==> config.mk <==
export PLATFORM = sky130hd
export DESIGN_NAME = msi_irq_arbiter
export DESIGN_NICKNAME = d
export VERILOG_FILES = /design/src/rtl/msi_arb_pkg.sv /design/src/rtl/msi_rr_pick.sv /design/src/rtl/msi_irq_arbiter.sv
export SDC_FILE = /design/constraint.sdc
export NUM_CORES = 1
export LEC_CHECK = 0
export CAP_MARGIN = 25
export CORE_MARGIN = 4
export CORE_UTILIZATION = 55
export DETAILED_ROUTE_END_ITERATION = 7
export PLACE_DENSITY = 0.8
export REMOVE_ABC_BUFFERS = 1
export SLEW_MARGIN = 10
export SYNTH_ARGS = -nofsm -noshare
export SYNTH_HDL_FRONTEND = slang
export SYNTH_SLANG_ARGS = --single-unit
export TNS_END_PERCENT = 50
==> constraint.sdc <==
create_clock -name axi_clk_pcie -period 5.66 [get_ports axi_clk_pcie]
set_input_delay 1.132 -clock axi_clk_pcie [delete_from_list [all_inputs] [get_ports axi_clk_pcie]]
set_output_delay 1.132 -clock axi_clk_pcie [all_outputs]
set_load 0.01 [all_outputs]
==> src/rtl/msi_arb_pkg.sv <==
// Shared types and widths for the MSI interrupt arbiter.
// The HOLD state exists only when MSI_HOLDOFF_EN is defined.
package msi_arb_pkg;

  localparam int MSI_VEC_W = 5;
  localparam int MAX_SRC   = 32;

`ifdef MSI_HOLDOFF_EN
  typedef enum logic [1:0] {
    ST_IDLE = 2'd0,
    ST_REQ  = 2'd1,
    ST_HOLD = 2'd2
  } arb_state_e;
`else
  typedef enum logic [0:0] {
    ST_IDLE = 1'b0,
    ST_REQ  = 1'b1
  } arb_state_e;
`endif

endpackage

==> src/rtl/msi_rr_pick.sv <==
// Combinational round-robin picker: first set request at or after ptr_i+1, wrapping
// modulo N_SRC. idx_o is meaningful only when valid_o is high.
module msi_rr_pick
  import msi_arb_pkg::*;
#(
  parameter int N_SRC = 4
) (
  input  logic [N_SRC-1:0]     req_i,
  input  logic [MSI_VEC_W-1:0] ptr_i,
  output logic [MSI_VEC_W-1:0] idx_o,
  output logic                 valid_o
);

  localparam int SUM_W = MSI_VEC_W + 1;

  logic [2*N_SRC-1:0] dbl;
  logic [N_SRC-1:0]   rot;
  logic [SUM_W-1:0]   base;
  logic [SUM_W-1:0]   off;
  logic [SUM_W-1:0]   sum;

  // Doubling the vector turns the wrap-around search into a plain shift.
  assign dbl  = {req_i, req_i};
  assign base = {1'b0, ptr_i} + SUM_W'(1);
  assign rot  = N_SRC'(dbl >> base);

  always_comb begin
    valid_o = 1'b0;
    off     = '0;
    for (int r = N_SRC - 1; r >= 0; r--) begin
      if (rot[r]) begin
        valid_o = 1'b1;
        off     = SUM_W'(r);
      end
    end
  end

  // base + off < 2*N_SRC, so a single conditional subtract is a full modulo.
  assign sum   = base + off;
  assign idx_o = (sum >= SUM_W'(N_SRC)) ? MSI_VEC_W'(sum - SUM_W'(N_SRC))
                                        : MSI_VEC_W'(sum);

endmodule

==> src/rtl/msi_irq_arbiter.sv <==
// Edge-latching MSI arbiter: level IRQ lines become pending events serviced round-robin.
// Optional post-grant holdoff gap is built only when MSI_HOLDOFF_EN is defined.
module msi_irq_arbiter
  import msi_arb_pkg::*;
#(
  parameter int N_SRC          = 4,
  parameter int HOLDOFF_CYCLES = 64
) (
  input  logic                 axi_clk_pcie,
  input  logic                 sys_resetn,
  input  logic [N_SRC-1:0]     irq_i,
  input  logic                 msi_enabled,
  output logic                 msi_request,
  input  logic                 msi_grant,
  output logic [MSI_VEC_W-1:0] msi_vector,
  output logic [N_SRC-1:0]     pending_o
);

  if (N_SRC < 1 || N_SRC > MAX_SRC) begin : g_bad_n_src
    $error("msi_irq_arbiter: N_SRC must be in 1..32");
  end
  if (HOLDOFF_CYCLES < 0) begin : g_bad_holdoff
    $error("msi_irq_arbiter: HOLDOFF_CYCLES must be non-negative");
  end

  arb_state_e           state_q, state_d;
  logic [N_SRC-1:0]     irq_q;
  logic [N_SRC-1:0]     pending_q, pending_d;
  logic                 req_q, req_d;
  logic [MSI_VEC_W-1:0] vec_q, vec_d;
  logic [MSI_VEC_W-1:0] ptr_q, ptr_d;

  logic [N_SRC-1:0]     rise;
  logic [N_SRC-1:0]     vec_mask;
  logic [MSI_VEC_W-1:0] pick_idx;
  logic                 pick_valid;

  assign rise = irq_i & ~irq_q;

  for (genvar gi = 0; gi < N_SRC; gi++) begin : g_vec_mask
    assign vec_mask[gi] = (vec_q == MSI_VEC_W'(gi));
  end

  msi_rr_pick #(
    .N_SRC (N_SRC)
  ) u_pick (
    .req_i   (pending_q),
    .ptr_i   (ptr_q),
    .idx_o   (pick_idx),
    .valid_o (pick_valid)
  );

`ifdef MSI_HOLDOFF_EN
  localparam int CNT_W = (HOLDOFF_CYCLES > 1) ? $clog2(HOLDOFF_CYCLES) : 1;

  logic [CNT_W-1:0] cnt_q, cnt_d;
  logic             hold_done;

  // HOLDOFF_CYCLES of 0 or 1 both leave HOLD after a single clock.
  assign hold_done = (HOLDOFF_CYCLES <= 1) || (cnt_q == CNT_W'(HOLDOFF_CYCLES - 1));

  always_ff @(posedge axi_clk_pcie or negedge sys_resetn) begin
    if (!sys_resetn) begin
      cnt_q <= '0;
    end else begin
      cnt_q <= cnt_d;
    end
  end
`endif

  always_comb begin
    state_d   = state_q;
    req_d     = req_q;
    vec_d     = vec_q;
    ptr_d     = ptr_q;
    pending_d = pending_q | rise;
`ifdef MSI_HOLDOFF_EN
    cnt_d     = cnt_q;
`endif

    case (state_q)
      ST_IDLE: begin
        if (msi_enabled && pick_valid) begin
          vec_d   = pick_idx;
          req_d   = 1'b1;
          state_d = ST_REQ;
        end
      end

      ST_REQ: begin
        // A grant already issued by the core is honoured even if enable drops with it.
        if (msi_grant) begin
          pending_d = (pending_q & ~vec_mask) | rise;
          ptr_d     = vec_q;
          req_d     = 1'b0;
`ifdef MSI_HOLDOFF_EN
          cnt_d     = '0;
          state_d   = ST_HOLD;
`else
          state_d   = ST_IDLE;
`endif
        end else if (!msi_enabled) begin
          req_d   = 1'b0;
          state_d = ST_IDLE;
        end
      end

`ifdef MSI_HOLDOFF_EN
      ST_HOLD: begin
        cnt_d = cnt_q + CNT_W'(1);
        if (hold_done) begin
          cnt_d   = '0;
          state_d = ST_IDLE;
        end
      end
`endif

      default: begin
        req_d   = 1'b0;
        state_d = ST_IDLE;
      end
    endcase
  end

  always_ff @(posedge axi_clk_pcie or negedge sys_resetn) begin
    if (!sys_resetn) begin
      state_q   <= ST_IDLE;
      irq_q     <= '0;
      pending_q <= '0;
      req_q     <= 1'b0;
      vec_q     <= '0;
      ptr_q     <= MSI_VEC_W'(N_SRC - 1);
    end else begin
      state_q   <= state_d;
      irq_q     <= irq_i;
      pending_q <= pending_d;
      req_q     <= req_d;
      vec_q     <= vec_d;
      ptr_q     <= ptr_d;
    end
  end

  assign msi_request = req_q;
  assign msi_vector  = vec_q;
  assign pending_o   = pending_q;

endmodule

==> results.toml, run 1 <==
[cts]
clk_latency_ps = 310
tritoncts = "done"
post-cts-setup-buffers = 0
cts.hold.buffers_added = 0
clk_path_buf_depth = 2
clock-sinks = 20
h-tree-depth = 1
ctsResizeCount = 0
cts_made_buffers = 3
path_clk_slew_ps = 120
root_buffer = "clkbuf_4"

[worst_setup_path]
cp.arrival_ps = 3780
crit_chain = "nand2b_1 > o221a_2 > a31oi_1 > a2111oi_0 > o211ai_1 > ha_1 > fa_1 > xnor2_1 > ha_1 > nand3_1 > nand2_1 > nor3b_4 > mux2i_1 > mux2_4"
cp-end-kind = "flop"
criticalPathCategory = "flop to flop"
max_stage_delay_ps = 660
crit_top_cell = "ha_1"
critPathRequiredTime_ps = 5850
critical_path.max_fanout = 12
start_kind = "flop"
cp_slowest_cell = "dfstp_2"

[placement]
dp_cells = 153
globalplace.congestion = 0.7769
post-dp-hpwl_um = 1871
place.port_buffers = 17

[logic_synthesis]
synthMuxAreaShare_pct = 10.51
avgSynthCellArea_um2 = 10.85
synth_compound_area_share_pct = 15.41
syn_inst = 113
ys_seq_area_share_pct = 41.02
synthXorXnorAreaFrac_pct = 3.469
ys_ff_latch = 20
synth-adder-area-share_pct = 5.714
yosys_warnings = 0
synth_area_mm2 = 0.001226
synth-simple-area-share_pct = 17.45
synth_cell_types = 43
synth_top_family_by_area = "simple AND/OR/NAND/NOR gates"

[routing]
dr.first_iter.drc_count = 16
ant_nets = 0
vias = 890
totalWireLength_um = 2367
viasPerCell = 5.669
wl_per_cell_um = 15.08
drc = 0
drt_pre_antenna_iters = 4

[sta]
hold_ws_ps = 429.9
drv_slew = 0
rsz0062_at_grt = "no"
setup_tns_ps = 0
setup_violations = 0
hold_viol_final = 0
tightest_slew_ps = 868.4
max_freq_ghz = 0.2786
fin_crit_ps = 3589
fin_skew_ps = 14.94
maxSlewHeadroom_pct = 41.92
finalCritPeriodShare_pct = 63.41

[final_layout]
finalNonFillerCells = 157
nets = 144
final_cell_mix = "dfrtp_1 (18), clkdlybuf4s50_1 (17), nand2_1 (12), inv_1 (10), o21ai_0 (9)"
drive_above_1_share_pct = 20.77
multi_input_area_um2 = 644.4
nFillCells = 170
layout_commonest_cell = "dfrtp_1"
final-seq-area_um2 = 503.0
area_growth_pct = 17.86
antenna_cells = 0

[power]
power_density_mw_per_mm2 = 632.8
peakVddDrop_uv = 471.2
leakage_uw = 0.0006204

[floorplan]
num_rows = 16
initial_core_util_pct = 60.05
coreArea_mm2 = 0.002042
fp.dieH_um = 55.22
die-area_mm2 = 0.003049
die_w_um = 55.22
ios = 18

[grt]
grt.total_usage_pct = 16.85
first_global_vias = 944
grt_remaining_overflow = 0
grt_pass1_wl_um = 4140
antenna_found_initial = 0
grt_max_degree = 21

[run_status]
status = "completed"

[flow_run]
drv_cap = 0

[hold_path]
min_path_type = "flop to flop"
-- sequential cells by signal, indices dropped and copies added, names as in the netlist --
signal,count
ptr_q,5
state_q,1
msi_request,1
pending_o,4
irq_q,4
msi_vector,5
-- worst paths after layout --
| kind | start | to | slack, ps | cells past startpoint |
|---|---|---|---|---|
| max | ptr_q[0]$_DFFE_PN1P_ | msi_vector[3]$_DFFE_PN0P_ | 2070 | 14 |
| min | irq_q[3]$_DFF_PN0_ | pending_o[3]$_DFF_PN0_ | 430 | 1 |
| max reg2reg | ptr_q[0]$_DFFE_PN1P_ | msi_vector[3]$_DFFE_PN0P_ | 2070 | 14 |
| min reg2reg | irq_q[3]$_DFF_PN0_ | pending_o[3]$_DFF_PN0_ | 430 | 1 |
| max in group asynchronous | sys_resetn | ptr_q[4]$_DFFE_PN0P_ | 3810 | 1 |
| min in group asynchronous | sys_resetn | irq_q[1]$_DFF_PN0_ | 1300 | 1 |
-- area by class of cell --
cell class	count	area share (%)
timing repair buffer	17	11.77
multi-input combinational	78	44.59
clock inverter	1	2.078
inverter	11	2.857
tap	27	2.338
sequential	20	34.81
clock buffer	3	1.558
-- Yosys cell counts (all sizes together) --
master / n / share of area [%]
xor2: 2 / 2.0
ha: 4 / 4.1
a22o: 1 / 0.71
o221a: 1 / 0.92
mux2i: 5 / 4.1
dfrtp: 18 / 37
fa: 1 / 1.6
mux2: 6 / 6.4
nand3b: 1 / 0.92
nand3: 6 / 3.3
nor4: 1 / 0.51
inv: 11 / 3.4
o211ai: 2 / 1.6
dfstp: 2 / 4.3
a211o: 1 / 0.71
o2111a: 1 / 1.0
a21oi: 2 / 2.0
nor3b: 1 / 1.5
o21ai: 10 / 4.1
nor2b: 2 / 1.0
buf: 4 / 3.1
nor3: 4 / 2.0
nor2: 3 / 0.92
nand4b: 1 / 0.71
a31oi: 1 / 0.51
o311a: 1 / 0.82
xnor2: 2 / 1.4
a211oi: 2 / 2.2
nand2: 12 / 3.7
a2111oi: 1 / 0.71
nand2b: 4 / 2.9
-- logic make-up (layout without fill, tap and decap cells) --
kind of cell	Yosys count	count (layout)
simple gates	35	35
flops	20	20
fa+ha+maj	5	5
mux	11	11
xor+xnor	4	4
buf+inv	15	32
compound gates	23	23
-- metrics by stage --
step	power (uW)	instance area, um^2	utilization, %	setup WS [ps]
6_report	914.5	1445	70.77	2071
5_1_grt	985.5	1445	70.77	1880
4_1_cts	919.3	1445	70.77	2058
3_5_place_dp	796.1	1393	68.20	2121
3_3_place_gp	780.2	1393	68.20	2279
2_1_floorplan	654.1	1189	-	2435
-- critical path, delay by kind of cell (launching register included) --
family                     cells  cell delay (ps)
and+or+nand+nor                4              610
xor gates and xnor gates       1              190
AOI/OAI and AO/OA              4              790
DFF                            1              660
muxes                          2              380
adders and majority gates      3              860
-- power by group --
group          switching [uW]  total [uW]  internal, uW
registers                78.6         277           198
logic                     255         522           267
clock network            44.2         116          71.7
-- metal layers --
metal	GRT usage, %	share of wire, %	vias up
li1	-	-	431
met1	20.56	46	443
met2	28.89	50	12
met3	3.263	2.7	4
met4	6.944	1.2	0
met5	0	0	-
Power figures use the tool's default switching activity.
==> inputs of run 2 (changes only) <==
--- a/config.mk
+++ b/config.mk
@@ -7,9 +7,9 @@
 export LEC_CHECK = 0
 export CAP_MARGIN = 25
 export CORE_MARGIN = 4
-export CORE_UTILIZATION = 55
+export CORE_UTILIZATION = 53
 export DETAILED_ROUTE_END_ITERATION = 7
-export PLACE_DENSITY = 0.8
+export PLACE_DENSITY = 0.77
 export REMOVE_ABC_BUFFERS = 1
 export SLEW_MARGIN = 10
 export SYNTH_ARGS = -nofsm -noshare
==> constraint.sdc (replaced) <==
create_clock -name axi_clk_pcie -period 3.75 [get_ports axi_clk_pcie]
set_input_delay 0.75 -clock axi_clk_pcie [delete_from_list [all_inputs] [get_ports axi_clk_pcie]]
set_output_delay 0.75 -clock axi_clk_pcie [all_outputs]
set_load 0.01 [all_outputs]
==> results.toml, run 2 (synthesis results as in run 1) <==
[floorplan]
num_rows = 17
coreArea_mm2 = 0.002212
die_w_um = 56.10
fp.dieH_um = 56.10
initial_core_util_pct = 55.43
die-area_mm2 = 0.003147
ios = 18

[routing]
totalWireLength_um = 2494
viasPerCell = 5.613
drc = 0
ant_nets = 0
drt_pre_antenna_iters = 4
wl_per_cell_um = 15.59
dr.first_iter.drc_count = 32
vias = 898

[final_layout]
nFillCells = 189
design_area_mm2 = 0.001460
antenna_cells = 0
final_core_util_pct = 66.01
layout_commonest_cell = "dfrtp_1"
nets = 146
finalNonFillerCells = 160
area_growth_pct = 19.08
final_cell_mix = "dfrtp_1 (18), clkdlybuf4s50_1 (17), nand2_1 (12), inv_1 (10), o21ai_0 (9)"
drive_above_1_share_pct = 21.97

[grt]
grt_use_met2_pct = 29.72
met3_usage_pct = 1.392
grt_pass1_wl_um = 4319
first_global_vias = 939
grt_remaining_overflow = 0
grt-busiest-layer = "met2"
use_met1_pct = 22.16
antenna_found_initial = 0
grt_max_degree = 21
grt.total_usage_pct = 17.22

[cts]
clock-sinks = 20
clk_path_buf_depth = 2
root_buffer = "clkbuf_4"
tritoncts = "done"
clk_latency_ps = 310
path_clk_slew_ps = 120
cts.hold.buffers_added = 0
cts_made_buffers = 3
h-tree-depth = 1

[sta]
hold_viol_final = 0
drv_slew = 0
fin_crit_ps = 3482
fin_skew_ps = 7.126
setup_violations = 0
tightest_slew_ps = 867.3
finalCritPeriodShare_pct = 92.86
max_freq_ghz = 0.2872
setup_tns_ps = 0
maxSlewHeadroom_pct = 42.00
rsz0062_at_grt = "no"

[placement]
post-dp-hpwl_um = 1871
placed_cell_area_mm2 = 0.001394
globalplace.congestion = 0.7692
dp_cells = 154
place.port_buffers = 17

[worst_setup_path]
start_kind = "flop"
criticalPathCategory = "flop to flop"
critical_path.max_fanout = 7
cp.arrival_ps = 3680
cp-end-kind = "flop"
critPathRequiredTime_ps = 3950

[power]
peakVddDrop_uv = 643.6
power_uw = 1415
power_density_mw_per_mm2 = 969.4
leakage_uw = 0.0006293

[hold_path]
min_path_type = "flop to flop"

[flow_run]
drv_cap = 0

[run_status]
status = "completed"
## run 2: where the power goes
part	internal (uW)	leakage (uW)	switching, uW
Clock	108	0.0000279	71.3
Sequential	298	0.000222	115
Combinational	421	0.000379	401
Total	828	0.000629	588
## run 2: repair_timing
item	CTS	global route
setup endpoints to repair	0	3
buffers inserted	0	2
gates resized for setup	0	1
## run 2: worst paths after layout
kind,startpoint,to,slack (ps),depth (start not counted)
setup / recovery,ptr_q[0]$_DFFE_PN1P_,msi_vector[3]$_DFFE_PN0P_,270,15
hold / removal,irq_q[2]$_DFF_PN0_,pending_o[2]$_DFF_PN0_,430,1
setup reg to reg,ptr_q[0]$_DFFE_PN1P_,msi_vector[3]$_DFFE_PN0P_,270,15
hold reg to reg,irq_q[2]$_DFF_PN0_,pending_o[2]$_DFF_PN0_,430,1
max in group asynchronous,sys_resetn,ptr_q[3]$_DFFE_PN0P_,2300,1
min in group asynchronous,sys_resetn,pending_o[2]$_DFF_PN0_,920,1
## run 2: area by class of cell
cell class	instances	area [um^2]	area share, %
Clock buffer	3	22.52	1.542
Clock inverter	1	30.03	2.057
Tap cell	28	35.03	2.399
Inverter	11	41.29	2.828
Sequential cell	20	503.0	34.45
Multi-Input combinational cell	78	645.6	44.22
Timing Repair Buffer	19	182.7	12.51
## run 2: critical path, cell delays in order, from the launching register on
cell and delay [ps]:
dfstp_2 620, clkbuf_2 180, nand2b_4 140, a21oi_2 80, a211oi_4 280, nor3_1 110
nor2b_1 130, ha_1 230, nor2b_1 140, o21ai_0 210, xor2_1 300, ha_1 240
nand2_1 120, nor3b_4 240, mux2i_1 100, mux2_4 260
## run 2: through the flow
| stage | hold WS (ps) | setup WS (ps) |
|---|---|---|
| floorplan | 399.6 | 525.1 |
| global placement | 405.1 | 329.3 |
| detailed placement | 414.9 | 231.3 |
| CTS | 434.7 | 191.1 |
| global route | 456.7 | 1.827 |
| finish | 430.8 | 267.6 |
## run 2: layer usage
layer  routed length [um]  up-vias
met5                    0        -
met3                   42        7
met2                 1266       11
met1                 1144      445
li1                     -      435
met4                   41        0
==> inputs of run 3 (changes only) <==
--- a/config.mk
+++ b/config.mk
@@ -9,9 +9,9 @@
 export CORE_MARGIN = 4
 export CORE_UTILIZATION = 53
 export DETAILED_ROUTE_END_ITERATION = 7
+export GPL_ROUTABILITY_DRIVEN = 0
 export PLACE_DENSITY = 0.77
 export REMOVE_ABC_BUFFERS = 1
-export SLEW_MARGIN = 10
 export SYNTH_ARGS = -nofsm -noshare
 export SYNTH_HDL_FRONTEND = slang
 export SYNTH_SLANG_ARGS = --single-unit
==> constraint.sdc (replaced) <==
create_clock -name axi_clk_pcie -period 3.75 [get_ports axi_clk_pcie]
set_input_delay 0.9375 -clock axi_clk_pcie [delete_from_list [all_inputs] [get_ports axi_clk_pcie]]
set_output_delay 0.9375 -clock axi_clk_pcie [all_outputs]
set_load 0.01 [all_outputs]
==> results of run 3 <==
Same layout as run 2 (identical final DEF). Status: completed.
